--- src/rtl/result_formatter_pkg.sv ---
// Shared constants, types and state encoding for the decimal result formatter.
// Also provides the helper that maps a BCD digit to its ASCII code.
package result_formatter_pkg;

    localparam int NUM_DIGITS = 10;
    localparam int VALUE_W    = 32;
    localparam int CNT_W      = 6;

    typedef logic [7:0] char_t;

    localparam char_t CHAR_0  = 8'h30;
    localparam char_t CHAR_9  = 8'h39;
    localparam char_t CHAR_NL = 8'h0A;

    typedef enum logic [1:0] {
        ST_IDLE    = 2'd0,
        ST_CONVERT = 2'd1,
        ST_EMIT    = 2'd2,
        ST_NEWLINE = 2'd3
    } state_e;

    // A well-formed double-dabble result never exceeds 9 per nibble.
    // The clamp only keeps a corrupted nibble inside the digit range.
    function automatic char_t to_ascii(input logic [3:0] digit);
        return (digit > 4'd9) ? CHAR_9 : CHAR_0 + char_t'(digit);
    endfunction

endpackage

--- src/rtl/result_formatter_if.sv ---
// Request/stream bundle between a requester, the formatter and the byte sink.
// The master modport is the requester/sink side; the slave modport is the formatter.
interface result_formatter_if;
    import result_formatter_pkg::VALUE_W;
    import result_formatter_pkg::char_t;

    logic               start;
    logic [VALUE_W-1:0] value;
    char_t              char_out;
    logic               valid_out;
    logic               ready_in;
    logic               busy;

    modport master (
        output start,
        output value,
        output ready_in,
        input  char_out,
        input  valid_out,
        input  busy
    );

    modport slave (
        input  start,
        input  value,
        input  ready_in,
        output char_out,
        output valid_out,
        output busy
    );
endinterface

--- src/rtl/result_formatter_bin2bcd_seq.sv ---
// Sequential binary-to-BCD converter: one double-dabble iteration per step,
// 32 steps per conversion, with the final iteration flagged by done.
module bin2bcd_seq
    import result_formatter_pkg::VALUE_W;
    import result_formatter_pkg::CNT_W;
#(
    parameter int NUM_DIGITS = result_formatter_pkg::NUM_DIGITS
) (
    input  logic                    clk,
    input  logic                    reset_n,
    input  logic                    load,
    input  logic                    step,
    input  logic [VALUE_W-1:0]      value,
    output logic [4*NUM_DIGITS-1:0] bcd,
    output logic [4*NUM_DIGITS-1:0] bcd_next,
    output logic                    done
);

    localparam int                BCD_W     = 4 * NUM_DIGITS;
    localparam logic [CNT_W-1:0] LAST_STEP = CNT_W'(VALUE_W - 1);

    logic [VALUE_W-1:0] bin;
    logic [CNT_W-1:0]   cnt;
    logic [BCD_W-1:0]   adj;

    // bcd_next is exported so the caller can look at the finished result
    // on the same edge that stores it.
    always_comb begin
        // NOTE: adj receives a full default before the loop, so every bit is
        // assigned on every path and no latch is inferred.
        adj = bcd;
        for (int i = 0; i < NUM_DIGITS; i++) begin
            if (bcd[4*i +: 4] >= 4'd5) begin
                adj[4*i +: 4] = bcd[4*i +: 4] + 4'd3;
            end
        end
        bcd_next = {adj[BCD_W-2:0], bin[VALUE_W-1]};
    end

    assign done = step && (cnt == LAST_STEP);

    always_ff @(posedge clk or negedge reset_n) begin
        // NOTE: non-blocking assignments make every flop here update from
        // pre-edge values, independent of statement order.
        if (!reset_n) begin
            bin <= '0;
            bcd <= '0;
            cnt <= '0;
        end else if (load) begin
            bin <= value;
            bcd <= '0;
            cnt <= '0;
        end else if (step) begin
            bin <= {bin[VALUE_W-2:0], 1'b0};
            bcd <= bcd_next;
            cnt <= done ? '0 : cnt + CNT_W'(1);
        end
    end

endmodule

--- src/rtl/result_formatter.sv ---
// Prints a 32-bit unsigned value as decimal ASCII without leading zeros, followed
// by a newline, over a valid/ready byte stream.
module result_formatter
    import result_formatter_pkg::char_t;
    import result_formatter_pkg::state_e;
    import result_formatter_pkg::ST_IDLE;
    import result_formatter_pkg::ST_CONVERT;
    import result_formatter_pkg::ST_EMIT;
    import result_formatter_pkg::ST_NEWLINE;
    import result_formatter_pkg::CHAR_NL;
    import result_formatter_pkg::to_ascii;
#(
    parameter int NUM_DIGITS = result_formatter_pkg::NUM_DIGITS
) (
    input  logic              clk,
    input  logic              reset_n,
    result_formatter_if.slave bus
);

    localparam int BCD_W = 4 * NUM_DIGITS;
    localparam int PTR_W = (NUM_DIGITS > 1) ? $clog2(NUM_DIGITS) : 1;

    typedef logic [PTR_W-1:0] ptr_t;

    state_e           state;
    state_e           state_next;
    ptr_t             ptr;
    ptr_t             ptr_next;
    ptr_t             msnz;
    char_t            char_q;
    char_t            char_next;
    logic             valid_q;
    logic             valid_next;
    logic             load;
    logic             step;
    logic             done;
    logic             xfer;
    logic [BCD_W-1:0] bcd;
    logic [BCD_W-1:0] bcd_next;

    function automatic logic [3:0] digit_at(input logic [BCD_W-1:0] b, input ptr_t p);
        logic [3:0] d;
        d = 4'h0;
        for (int i = 0; i < NUM_DIGITS; i++) begin
            if (p == ptr_t'(i)) begin
                d = b[4*i +: 4];
            end
        end
        return d;
    endfunction

    bin2bcd_seq #(
        .NUM_DIGITS (NUM_DIGITS)
    ) u_bin2bcd (
        .clk      (clk),
        .reset_n  (reset_n),
        .load     (load),
        .step     (step),
        .value    (bus.value),
        .bcd      (bcd),
        .bcd_next (bcd_next),
        .done     (done)
    );

    // Leading-zero detection on the finished result; all-zero lands on
    // index 0 so that a zero value still prints a single '0'.
    always_comb begin
        msnz = '0;
        for (int i = 0; i < NUM_DIGITS; i++) begin
            if (bcd_next[4*i +: 4] != 4'h0) begin
                msnz = ptr_t'(i);
            end
        end
    end

    assign xfer = valid_q && bus.ready_in;

    // char_out/valid_out are registered, so they hold through stalls and
    // never depend combinationally on ready_in.
    always_comb begin
        state_next = state;
        ptr_next   = ptr;
        char_next  = char_q;
        valid_next = valid_q;
        load       = 1'b0;
        step       = 1'b0;

        unique case (state)
            ST_IDLE: begin
                if (bus.start) begin
                    load       = 1'b1;
                    state_next = ST_CONVERT;
                end
            end

            ST_CONVERT: begin
                step = 1'b1;
                if (done) begin
                    state_next = ST_EMIT;
                    ptr_next   = msnz;
                    char_next  = to_ascii(digit_at(bcd_next, msnz));
                    valid_next = 1'b1;
                end
            end

            ST_EMIT: begin
                if (xfer) begin
                    if (ptr == '0) begin
                        state_next = ST_NEWLINE;
                        char_next  = CHAR_NL;
                    end else begin
                        ptr_next  = ptr - ptr_t'(1);
                        char_next = to_ascii(digit_at(bcd, ptr - ptr_t'(1)));
                    end
                end
            end

            ST_NEWLINE: begin
                if (xfer) begin
                    state_next = ST_IDLE;
                    valid_next = 1'b0;
                end
            end

            default: begin
                state_next = ST_IDLE;
                valid_next = 1'b0;
            end
        endcase
    end

    always_ff @(posedge clk or negedge reset_n) begin
        if (!reset_n) begin
            state   <= ST_IDLE;
            ptr     <= '0;
            char_q  <= '0;
            valid_q <= 1'b0;
        end else begin
            state   <= state_next;
            ptr     <= ptr_next;
            char_q  <= char_next;
            valid_q <= valid_next;
        end
    end

    assign bus.char_out  = char_q;
    assign bus.valid_out = valid_q;
    assign bus.busy      = (state != ST_IDLE);

endmodule

--- src/flat_wrapper.sv ---
// flat-port wrapper written by rule: the top's interface ports become plain ports
module result_formatter_flat import result_formatter_pkg::char_t; import result_formatter_pkg::state_e; import result_formatter_pkg::ST_IDLE; import result_formatter_pkg::ST_CONVERT; import result_formatter_pkg::ST_EMIT; import result_formatter_pkg::ST_NEWLINE; import result_formatter_pkg::CHAR_NL; import result_formatter_pkg::to_ascii;
#(
    parameter int NUM_DIGITS = result_formatter_pkg::NUM_DIGITS
)
  (clk, reset_n, bus_start, bus_value, bus_ready_in, bus_char_out, bus_valid_out, bus_busy);
  result_formatter_if bus_i ();
  input  logic clk;
  input  logic reset_n;
  input wire logic [$bits(bus_i.start)-1:0] bus_start;
  input wire logic [$bits(bus_i.value)-1:0] bus_value;
  input wire logic [$bits(bus_i.ready_in)-1:0] bus_ready_in;
  output wire logic [$bits(bus_i.char_out)-1:0] bus_char_out;
  output wire logic [$bits(bus_i.valid_out)-1:0] bus_valid_out;
  output wire logic [$bits(bus_i.busy)-1:0] bus_busy;
  assign bus_i.start = bus_start;
  assign bus_i.value = bus_value;
  assign bus_i.ready_in = bus_ready_in;
  assign bus_char_out = bus_i.char_out;
  assign bus_valid_out = bus_i.valid_out;
  assign bus_busy = bus_i.busy;
  result_formatter #(.NUM_DIGITS(NUM_DIGITS)) u_core (.clk(clk), .reset_n(reset_n), .bus(bus_i));
endmodule
--- config.mk ---
export PLATFORM = sky130hd
export DESIGN_NAME = result_formatter_flat
export DESIGN_NICKNAME = d
export VERILOG_FILES = /design/src/rtl/result_formatter_pkg.sv /design/src/rtl/result_formatter_if.sv /design/src/rtl/result_formatter_bin2bcd_seq.sv /design/src/rtl/result_formatter.sv /design/src/flat_wrapper.sv
export SDC_FILE = /design/constraint.sdc
export NUM_CORES = 1
export LEC_CHECK = 0
export ABC_AREA = 0
export ABC_CLOCK_PERIOD_IN_PS = 3200
export CAP_MARGIN = 30
export CORE_MARGIN = 5
export CORE_UTILIZATION = 56
export CTS_BUF_LIST = sky130_fd_sc_hd__clkbuf_4
export DETAILED_ROUTE_END_ITERATION = 12
export GPL_TIMING_DRIVEN = 0
export PLACE_DENSITY = 0.79
export SETUP_SLACK_MARGIN = 0.3
export SYNTH_ARGS = -nofsm -noshare
export SYNTH_HDL_FRONTEND = slang
export SYNTH_SLANG_ARGS = --single-unit
--- constraint.sdc ---
create_clock -name clk -period 3.2 [get_ports clk]
set_input_delay 0.64 -clock clk [delete_from_list [all_inputs] [get_ports clk]]
set_output_delay 0.64 -clock clk [all_outputs]
set_load 0.01 [all_outputs]
==> key figures, run 1 <==
Run status
  • Outcome: finished, violations left
  • Failing checks: setup timing

Setup path
  • CP cell instances: inv_2 > ha_4 > nand2b_4 > a21oi_4 > mux2i_4 > o2111ai_4 > a2111o_1 > nand3_4 > buf_6 > buf_4 > o2111ai_1 > a21o_1 > o31ai_2 > a31oi_1
  • CP max-delay cell: a2111o_1
  • Worst path required time: 3.58 ns
  • Setup crit start kind: flip-flop
  • CP max stage delay: 0.54 ns
  • Worst Path Class, Setup: flip-flop to flip-flop
  • Origin of the critical flop-to-flop path: u_core.u_bin2bcd.bcd[9]$_DFFE_PN0P_
  • CP max FO: 5
  • Worst setup EP type: flip-flop
  • Critical Path Start: u_core.u_bin2bcd.bcd[9]$_DFFE_PN0P_
  • CP Data Arrival Time: 3.61 ns

Routing
  • DRC errors left: 0
  • Routed met1 length: 8610 um
  • Routed Antenna Nets: 0
  • DR WL/cell: 20.5 um
  • Met3 wire length: 1750 um
  • 1st-pass router iterations: 8
  • Detailed Route Iter0 Violations: 703
  • Highest routed layer: met4
  • Wire length on met2: 10,200 um
  • DRT Wirelength: 21,500 um
  • Via count: 6,755
  • Via density: 6.43

Placement
  • Post-DP HPWL: 14,600 um
  • IO Port Bufs: 43
  • Routability congestion estimate from global placement: 0.955
  • DP Cell Count: 961

Power
  • P_int: 5.22 mW
  • Sw Pwr: 5.15 mW
  • Combinational Power Share: 72.7%
  • PwrDens: 1210 nW/um^2
  • Net switching fraction of the power: 49.7%
  • Clock share of power: 6.3%
  • Seq pwr share: 21.0%
  • Maximum vdd ir drop: 0.698 mV
  • Pleak: 3.47 nW

Synth
  • Leading area contributor after synthesis: dfrtp_1
  • Syn Area/Cell: 8.54 um^2
  • Distinct cells, synth: 85
  • Synth Warn #: 0
  • Commonest cells post-synth: 90 x dfrtp_1, 90 x nand2_1, 67 x nor2_1
  • Sequential fraction of the synthesis area: 34.1%
  • Yosys top cell area share: 34.1%
  • Post-synth ARST share: 100%
  • Synth Flop Type: dfrtp_1
  • Synth top area cells: dfrtp_1 34%, mux2i_1 9.6%, ha_1 5.7%
  • Synth Cell Area: 6600 um^2
  • #FFs+latches synth: 90
  • Synth Instances: 773
  • Number of enable flip-flop cells after synthesis: 0

Global route
  • Gr usage total: 30.3%
  • Largest net degree at the start of global routing: 47
  • Total gr overflow: 0
  • First-pass GRT wire length: 34,500 um
  • Initial antenna violation count: 0
  • Vias in the first global route: 6,702

Cells and area
  • Finished Core Util: 74.6%
  • Final nets: 969
  • Number of diodes: 0
  • Share of cells above drive strength 1: 26.8%
  • P&R area growth vs syn: 29.6%
  • Number of fill cells: 821
  • Final Non-Filler Cells: 1,050

STA
  • Final slew viol count: 0
  • Clk_skew: 0.0257 ns
  • Setup Viol. Count Final: 1
  • Worst setup margin: -0.0282 ns
  • Slew HR: 34.8%
  • Final hold viol count: 0
  • Fin Hold WS: 0.150 ns
  • Fmax: 0.310 GHz
  • RSZ-0062 raised after global routing: yes
  • Slew @ Worst Pin: 0.978 ns
  • Final Cycle Share: 101%
  • Tmin final: 3.23 ns

Floorplan
  • Total core area: 11,500 um^2
  • Total Die Area: 14,100 um^2
  • # rows: 39
  • Chip width: 119 um
  • IO Pins: 46
  • Die Ht: 119 um
  • Initial Utilization: 57.6%

Clock tree
  • CTS tree: yes
  • Latest clock arrival within the worst-skew pair: 0.48 ns
  • TritonCTS Sinks: 90
  • Clk buf depth: 2
  • CTS H-tree depth: 3
  • Hold_buf cts: 0
  • Clock root cell: clkbuf_4
  • Num CTS Buffers: 9
  • Clk slew on worst S/H paths: 0.15 ns

Min path
  • Hold/Removal Path Class: input port to async pin

Flow run
  • Max_cap viols: 0
layer usage:
metal / global-route usage (%) / vias to the layer above
li1: - / 3047
met1: 38.9 / 3263
met2: 49.8 / 358
met3: 5.78 / 87
met4: 13.3 / 0
met5: 0 / -
final timing paths:
| path | cells past startpoint | slack, ns | endpoint |
|---|---|---|---|
| setup / recovery | 14 | -0.03 | u_core.bus.char_out[0]$_DFFE_PN0P_ |
| hold / removal | 1 | 0.15 | u_core.u_bin2bcd.bcd[12]$_DFFE_PN0P_ |
| setup reg to reg | 14 | -0.03 | u_core.bus.char_out[0]$_DFFE_PN0P_ |
| hold reg to reg | 2 | 0.52 | u_core.bus.char_out[3]$_DFFE_PN0P_ |
| max in group asynchronous | 2 | 2.39 | u_core.u_bin2bcd.bcd[0]$_DFFE_PN0P_ |
| min in group clk | 2 | 0.52 | u_core.bus.char_out[3]$_DFFE_PN0P_ |
cell families after synthesis:
group	synth area share (%)
xor gates and xnor gates	1.46
other	0.0568
AOI/OAI and AO/OA	20.8
muxes	10.4
DFF	34.1
adders and majority gates	5.69
buffers and inverters	4.76
and+or+nand+nor	22.7
placed cells by master (no fill, tap or decap), drive strengths merged, types with 3 or more instances in the layout:
| master | instances |
|---|---|
| o211ai | 7 |
| a31oi | 5 |
| nand4 | 3 |
| clkdlybuf4s50 | 42 |
| a211oi | 19 |
| a221o | 7 |
| a22oi | 4 |
| buf | 85 |
| ha | 30 |
| and3b | 3 |
| dfrtp | 90 |
| a221oi | 3 |
| mux2i | 64 |
| and3 | 4 |
| a21o | 5 |
| o22a | 3 |
| nor3 | 14 |
| o221ai | 4 |
| nand3 | 22 |
| or2 | 3 |
| or4 | 4 |
| and2 | 11 |
| inv | 35 |
| clkbuf | 44 |
| xnor2 | 10 |
| nand2b | 16 |
| nand3b | 5 |
| o21ai | 71 |
| o21a | 4 |
| nand2 | 90 |
| mux2 | 3 |
| a21oi | 52 |
| or3 | 3 |
| nor2b | 9 |
| nor3b | 18 |
| nor2 | 67 |
| or3b | 3 |
timing repair:
| item | 4_1_cts | 5_1_grt |
|---|---|---|
| cloned | 1 | 0 |
| pin swaps | 31 | 13 |
| buffers inserted | 65 | 8 |
| resized for setup | 106 | 49 |
| setup endpoints to repair | 8 | 25 |
power groups by stage:
stage	logic [mW]	registers, mW	clock network, mW
after floorplan	4.04	2.04	0
after global placement	5.20	2.17	0
after detailed placement	5.41	2.21	0
after CTS	6.92	2.12	0.665
after global routing	8.06	2.23	0.717
final	7.53	2.17	0.656
metrics by stage:
stage	power, mW	cell area (um^2)	TNS, ns	setup WS (ns)
floorplan	6.08	6650	0	0.302
global placement	7.36	7260	-159.54	-1.77
detailed placement	7.62	7280	-1.14	-0.393
CTS	9.70	8330	0	0.126
global route	11.0	8560	-0.152	-0.0735
finish	10.4	8560	-0.0282	-0.0282
critical path: cells and delay by family (launching register included):
family                     cells  cell delay [ns]
adders and majority gates      1             0.18
buffers and inverters          3             0.39
DFF                            1             0.43
and+or+nand+nor                2             0.19
muxes                          1             0.33
AOI/OAI and AO/OA              7             1.63
cell type report:
class | count | area (um^2) | area share [%]
Multi-Input combinational cell | 607 | 4620 | 54.0
Clock buffer | 11 | 82.6 | 0.965
Sequential cell | 90 | 2270 | 26.5
Buffer | 42 | 195 | 2.28
Timing Repair Buffer | 118 | 1030 | 12.0
Tap cell | 143 | 179 | 2.09
Clock inverter | 4 | 53.8 | 0.629
Inverter | 35 | 134 | 1.56
state kept, by name, indices dropped and copies added, names as in the netlist:
signal / cells
u_core.bus.char_out: 5
u_core.ptr: 4
u_core.u_bin2bcd.bin: 32
u_core.u_bin2bcd.cnt: 6
u_core.state: 2
u_core.bus.valid_out: 1
u_core.u_bin2bcd.bcd: 40
Power figures use the tool's default switching activity.
==> run 2: changes to the inputs <==
--- a/config.mk
+++ b/config.mk
@@ -6,9 +6,8 @@
 export NUM_CORES = 1
 export LEC_CHECK = 0
 export ABC_AREA = 0
-export ABC_CLOCK_PERIOD_IN_PS = 3200
+export ABC_CLOCK_PERIOD_IN_PS = 2950
 export CAP_MARGIN = 30
-export CORE_MARGIN = 5
 export CORE_UTILIZATION = 56
 export CTS_BUF_LIST = sky130_fd_sc_hd__clkbuf_4
 export DETAILED_ROUTE_END_ITERATION = 12
==> constraint.sdc (replaced) <==
create_clock -name clk -period 2.95 [get_ports clk]
set_input_delay 0.59 -clock clk [delete_from_list [all_inputs] [get_ports clk]]
set_output_delay 0.59 -clock clk [all_outputs]
set_load 0.01 [all_outputs]
==> key figures, run 2 (same netlist as run 1, synthesis figures left out) <==
Flow run
  • Max_cap viols: 0

Power
  • Combinational Power Share: 73.0%
  • Sw Pwr: 5.75 mW
  • Maximum vdd ir drop: 0.717 mV
  • P_int: 5.73 mW
  • Net switching fraction of the power: 50.1%
  • Clock share of power: 6.4%
  • PwrDens: 1330 nW/um^2
  • Seq pwr share: 20.7%
  • Pleak: 3.48 nW

Routing
  • Met3 wire length: 1520 um
  • DRT Wirelength: 21,400 um
  • Wire length on met2: 10,100 um
  • DRC errors left: 0
  • Via density: 6.38
  • Detailed Route Iter0 Violations: 613
  • Via count: 6,688
  • Highest routed layer: met4
  • Routed Antenna Nets: 0
  • 1st-pass router iterations: 5
  • DR WL/cell: 20.4 um
  • Routed met1 length: 8760 um

STA
  • Clk_skew: 0.0163 ns
  • Tmin final: 3.22 ns
  • Slew HR: 34.0%
  • Fmax: 0.311 GHz
  • Final slew viol count: 0
  • Worst setup margin: -0.271 ns
  • Fin Hold WS: 0.0480 ns
  • Setup Viol. Count Final: 3
  • Final Cycle Share: 109%
  • Slew @ Worst Pin: 0.990 ns
  • RSZ-0062 raised after global routing: yes
  • Final hold viol count: 0

Setup path
  • CP max stage delay: 0.60 ns
  • Worst path required time: 3.32 ns
  • Worst Path Class, Setup: flip-flop to flip-flop
  • CP max-delay cell: or4b_4
  • CP Data Arrival Time: 3.59 ns
  • Setup crit start kind: flip-flop
  • Worst setup EP type: flip-flop
  • CP cell instances: inv_1 > ha_2 > nand2b_4 > a21oi_4 > mux2i_2 > and4bb_4 > nand3_4 > o221ai_1 > or4b_4 > a21o_1 > o31ai_1 > a31oi_1
  • CP max FO: 5
  • R2R Setup Slk: -0.27 ns

Global route
  • First-pass GRT wire length: 34,100 um
  • Total gr overflow: 0
  • Initial antenna violation count: 1
  • Gr usage total: 35.2%
  • Largest net degree at the start of global routing: 55
  • Vias in the first global route: 6,676

Run status
  • Failing checks: setup timing
  • Outcome: finished, violations left

Clock tree
  • Hold_buf cts: 0
  • Num CTS Buffers: 9
  • Latest clock arrival within the worst-skew pair: 0.50 ns
  • Clk buf depth: 2
  • CTS tree: yes
  • Clk slew on worst S/H paths: 0.15 ns
  • Clock root cell: clkbuf_4
  • TritonCTS Sinks: 90
  • CTS H-tree depth: 3

Floorplan
  • Die Ht: 111 um
  • Chip width: 111 um
  • # rows: 39
  • Total core area: 11,500 um^2
  • Initial Utilization: 57.6%
  • IO Pins: 46
  • Total Die Area: 12,200 um^2

Cells and area
  • Reg area: 2270 um^2
  • Commonest non-fill, non-tap cells in the layout: 85 x nand2_1, 78 x dfrtp_1, 74 x buf_4
  • Max reg flops: 40
  • Final nets: 967
  • Share of cells above drive strength 1: 27.6%
  • Commonest non-fill, non-tap cell in the layout: nand2_1
  • Largest regs: u_core.u_bin2bcd.bcd: 40 flops, u_core.u_bin2bcd.bin: 32 flops, u_core.u_bin2bcd.cnt: 6 flops
  • Final instance area: 8640 um^2
  • Area of the multi-input gates: 4730 um^2
  • Largest register by flop count: u_core.u_bin2bcd.bcd
  • P&R area growth vs syn: 30.9%
  • Number of fill cells: 816

Min path
  • Hold/Removal Path Class: input port to async pin

Placement
  • IO Port Bufs: 43
  • Routability congestion estimate from global placement: 0.959
  • Post-DP HPWL: 14,400 um
  • Post-DP Area: 7310 um^2
[run 2: cell type report]
class | instances | area share, %
clock buffers | 9 | 0.782
diodes | 1 | 0.0290
clock inverters | 6 | 0.753
repair buffers | 116 | 11.6
inverters | 35 | 1.52
multi-input cells | 607 | 54.7
flip-flops and latches | 90 | 26.2
plain buffers | 42 | 2.29
well taps | 143 | 2.07
[run 2: timing repair]
item,4_1_cts,5_1_grt
endpoints found under the setup margin,19,25
buffers inserted,52,19
pin swaps,28,30
cloned,1,0
gates resized for setup,108,63
[run 2: power groups by stage]
stage	clock (mW)	sequential, mW	combinational (mW)
floorplan	0	2.21	4.40
global placement	0	2.34	5.68
detailed placement	0	2.38	5.92
CTS	0.732	2.32	7.31
global route	0.770	2.42	8.91
finish	0.729	2.37	8.37
[run 2: worst max-delay path, delay by kind of cell, from the launching register on]
| family | cells | cell delay, ns |
|---|---|---|
| buffers and inverters | 1 | 0.12 |
| and+or+nand+nor | 4 | 1.06 |
| muxes | 1 | 0.33 |
| adders and majority gates | 1 | 0.25 |
| DFF | 1 | 0.43 |
| AOI/OAI and AO/OA | 5 | 0.90 |
[run 2: path summary, 6_finish.rpt]
check | from | to | depth (start not counted)
setup / recovery | u_core.u_bin2bcd.bcd[29]$_DFFE_PN0P_ | u_core.bus.char_out[0]$_DFFE_PN0P_ | 12
hold / removal | reset_n | u_core.u_bin2bcd.bcd[21]$_DFFE_PN0P_ | 1
setup reg to reg | u_core.u_bin2bcd.bcd[29]$_DFFE_PN0P_ | u_core.bus.char_out[0]$_DFFE_PN0P_ | 12
hold reg to reg | u_core.bus.char_out[3]$_DFFE_PN0P_ | u_core.bus.char_out[3]$_DFFE_PN0P_ | 2
max in group asynchronous | reset_n | u_core.u_bin2bcd.bcd[0]$_DFFE_PN0P_ | 2
min in group clk | u_core.bus.char_out[3]$_DFFE_PN0P_ | u_core.bus.char_out[3]$_DFFE_PN0P_ | 2
[run 2: routing by layer]
layer	vias up	track usage, %
li1	3045	-
met1	3210	44.4
met2	339	56.5
met3	94	7.46
met4	0	19.2
met5	-	0
[run 2: stage by stage]
step                power (mW)  cells  setup TNS (ns)  setup slack, ns  util, %
floorplan                 6.61    774               0           0.0672        -
global placement          8.02    960         -184.50            -2.04     63.5
detailed placement        8.30    961           -2.08           -0.617     63.7
CTS                       10.4   1029          -0.328           -0.132     71.7
global route              12.1   1049          -0.915           -0.359     75.4
finish                    11.5   1049          -0.634           -0.271     75.4
==> run 3: changes to the inputs <==
--- a/config.mk
+++ b/config.mk
@@ -12,8 +12,9 @@
 export CTS_BUF_LIST = sky130_fd_sc_hd__clkbuf_4
 export DETAILED_ROUTE_END_ITERATION = 12
 export GPL_TIMING_DRIVEN = 0
-export PLACE_DENSITY = 0.79
+export PLACE_DENSITY = 0.77
 export SETUP_SLACK_MARGIN = 0.3
 export SYNTH_ARGS = -nofsm -noshare
 export SYNTH_HDL_FRONTEND = slang
 export SYNTH_SLANG_ARGS = --single-unit
+export TNS_END_PERCENT = 5
==> key figures, run 3 (same netlist as run 1, synthesis figures left out) <==
Clock tree
  • Clk slew on worst S/H paths: 0.17 ns
  • Clock root cell: clkbuf_4
  • Latest clock arrival within the worst-skew pair: 0.51 ns
  • TritonCTS Sinks: 90
  • CTS tree: yes
  • Num CTS Buffers: 9
  • Clk buf depth: 2
  • Hold_buf cts: 0
  • CTS H-tree depth: 3

Floorplan
  • Total Die Area: 12,200 um^2
  • # rows: 39
  • Die Ht: 111 um
  • Initial Utilization: 57.6%
  • IO Pins: 46
  • Chip width: 111 um
  • Total core area: 11,500 um^2

Setup path
  • Worst path required time: 3.41 ns
  • CP top delay family: compound AO/OA/AOI/OAI gates
  • CP Data Arrival Time: 3.60 ns
  • Buffers & Inverters on Critical Path: 2
  • CP max stage delay: 0.50 ns
  • CP max-delay cell: or4_4
  • Worst Path Class, Setup: flip-flop to flip-flop
  • CP cell instances: inv_2 > ha_4 > nand2b_4 > a21oi_4 > mux2_4 > o2111a_2 > o21ai_4 > buf_4 > nand2_1 > o221ai_2 > o21ai_2 > or4_4 > a21oi_2
  • Worst setup EP type: flip-flop
  • Setup crit start kind: flip-flop
  • CP max FO: 4

Power
  • Pleak: 3.48 nW
  • Combinational Power Share: 72.8%
  • Maximum vdd ir drop: 0.741 mV
  • PwrDens: 1300 nW/um^2
  • Seq pwr share: 21.2%
  • Clock share of power: 6.0%
  • P_int: 5.51 mW
  • Sw Pwr: 5.59 mW
  • Net switching fraction of the power: 50.4%

Placement
  • Routability congestion estimate from global placement: 0.951
  • Post-DP Area: 7300 um^2
  • Post-DP HPWL: 14,400 um
  • IO Port Bufs: 43

STA
  • Setup Viol. Count Final: 3
  • Fmax: 0.318 GHz
  • Clk_skew: 0.0325 ns
  • Slew @ Worst Pin: 0.783 ns
  • Final hold viol count: 0
  • Fin Hold WS: 0.0468 ns
  • RSZ-0062 raised after global routing: yes
  • Slew HR: 47.8%
  • Tmin final: 3.14 ns
  • Worst setup margin: -0.192 ns
  • Final Cycle Share: 106%
  • Final slew viol count: 0

Cells and area
  • Max reg flops: 40
  • Largest regs: u_core.u_bin2bcd.bcd: 40 flops, u_core.u_bin2bcd.bin: 32 flops, u_core.u_bin2bcd.cnt: 6 flops
  • Reg area: 2270 um^2
  • Commonest non-fill, non-tap cell in the layout: nand2_1
  • Number of fill cells: 877
  • Area of the multi-input gates: 4650 um^2
  • P&R area growth vs syn: 29.6%
  • Final nets: 968
  • Largest register by flop count: u_core.u_bin2bcd.bcd
  • Share of cells above drive strength 1: 27.1%
  • Commonest non-fill, non-tap cells in the layout: 86 x nand2_1, 79 x dfrtp_1, 73 x buf_4
  • Final instance area: 8560 um^2

Routing
  • 1st-pass router iterations: 7
  • DR WL/cell: 20.0 um
  • Via count: 6,708
  • DRT Wirelength: 21,000 um
  • DRC errors left: 0
  • Via density: 6.38
  • Routed Antenna Nets: 0
  • Detailed Route Iter0 Violations: 666

Global route
  • Initial antenna violation count: 1
  • Total gr overflow: 0
  • Vias in the first global route: 6,703
  • Gr usage total: 35.5%
  • Largest net degree at the start of global routing: 53
  • First-pass GRT wire length: 34,200 um

Run status
  • Outcome: finished, violations left
  • Failing checks: setup timing

Flow run
  • Max_cap viols: 0

Min path
  • Hold/Removal Path Class: input port to async pin
## run 3: cell type report
class / instances / area share, %
antenna: 1 / 0.0292
buffer: 42 / 2.31
clock buffer: 10 / 0.877
clock inverter: 6 / 0.497
inverter: 35 / 1.54
multi-input combinational: 607 / 54.3
sequential: 90 / 26.5
tap: 143 / 2.09
timing repair buffer: 117 / 11.9
## run 3: path summary, 6_finish.rpt
kind | from | slack, ns | end | depth (start not counted)
min in group clk | u_core.bus.char_out[3]$_DFFE_PN0P_ | 0.51 | u_core.bus.char_out[3]$_DFFE_PN0P_ | 2
min | reset_n | 0.05 | u_core.u_bin2bcd.bcd[27]$_DFFE_PN0P_ | 1
max reg2reg | u_core.u_bin2bcd.bcd[20]$_DFFE_PN0P_ | -0.19 | u_core.bus.char_out[2]$_DFFE_PN0P_ | 13
min reg2reg | u_core.bus.char_out[3]$_DFFE_PN0P_ | 0.51 | u_core.bus.char_out[3]$_DFFE_PN0P_ | 2
max | u_core.u_bin2bcd.bcd[20]$_DFFE_PN0P_ | -0.19 | u_core.bus.char_out[2]$_DFFE_PN0P_ | 13
max in group asynchronous | reset_n | 2.25 | u_core.u_bin2bcd.bcd[28]$_DFFE_PN0P_ | 2
## run 3: repair_timing
action | CTS | global route
buffers inserted | 68 | 4
endpoints found under the setup margin | 19 | 28
cloned | 1 | 0
pin swaps | 35 | 12
resized for setup | 121 | 35
## run 3: through the flow
step / setup WS, ns / power (mW) / TNS, ns / std cells / utilization [%]
5_1_grt: -0.305 / 11.8 / -0.995 / 1051 / 74.6
4_1_cts: -0.0975 / 10.6 / -0.211 / 1046 / 73.3
3_3_place_gp: -1.98 / 8.04 / -179.43 / 960 / 63.4
3_5_place_dp: -0.613 / 8.30 / -2.23 / 961 / 63.7
6_report: -0.192 / 11.1 / -0.528 / 1051 / 74.6
2_1_floorplan: 0.0670 / 6.61 / 0 / 774 / -
## run 3: power groups by stage
stage               clock, mW  combinational [mW]  sequential [mW]
floorplan                   0                4.40             2.21
global placement            0                5.70             2.34
detailed placement          0                5.91             2.38
CTS                     0.673                7.57             2.31
global route            0.715                8.66             2.41
finish                  0.666                8.08             2.35
## run 3: per-layer routing
layer,vias up,track usage [%],routed length (um)
li1,3041,-,-
met1,3254,45.8,8710
met2,324,57.2,9820
met3,89,5.05,1400
met4,0,20.0,1090
met5,-,0,0
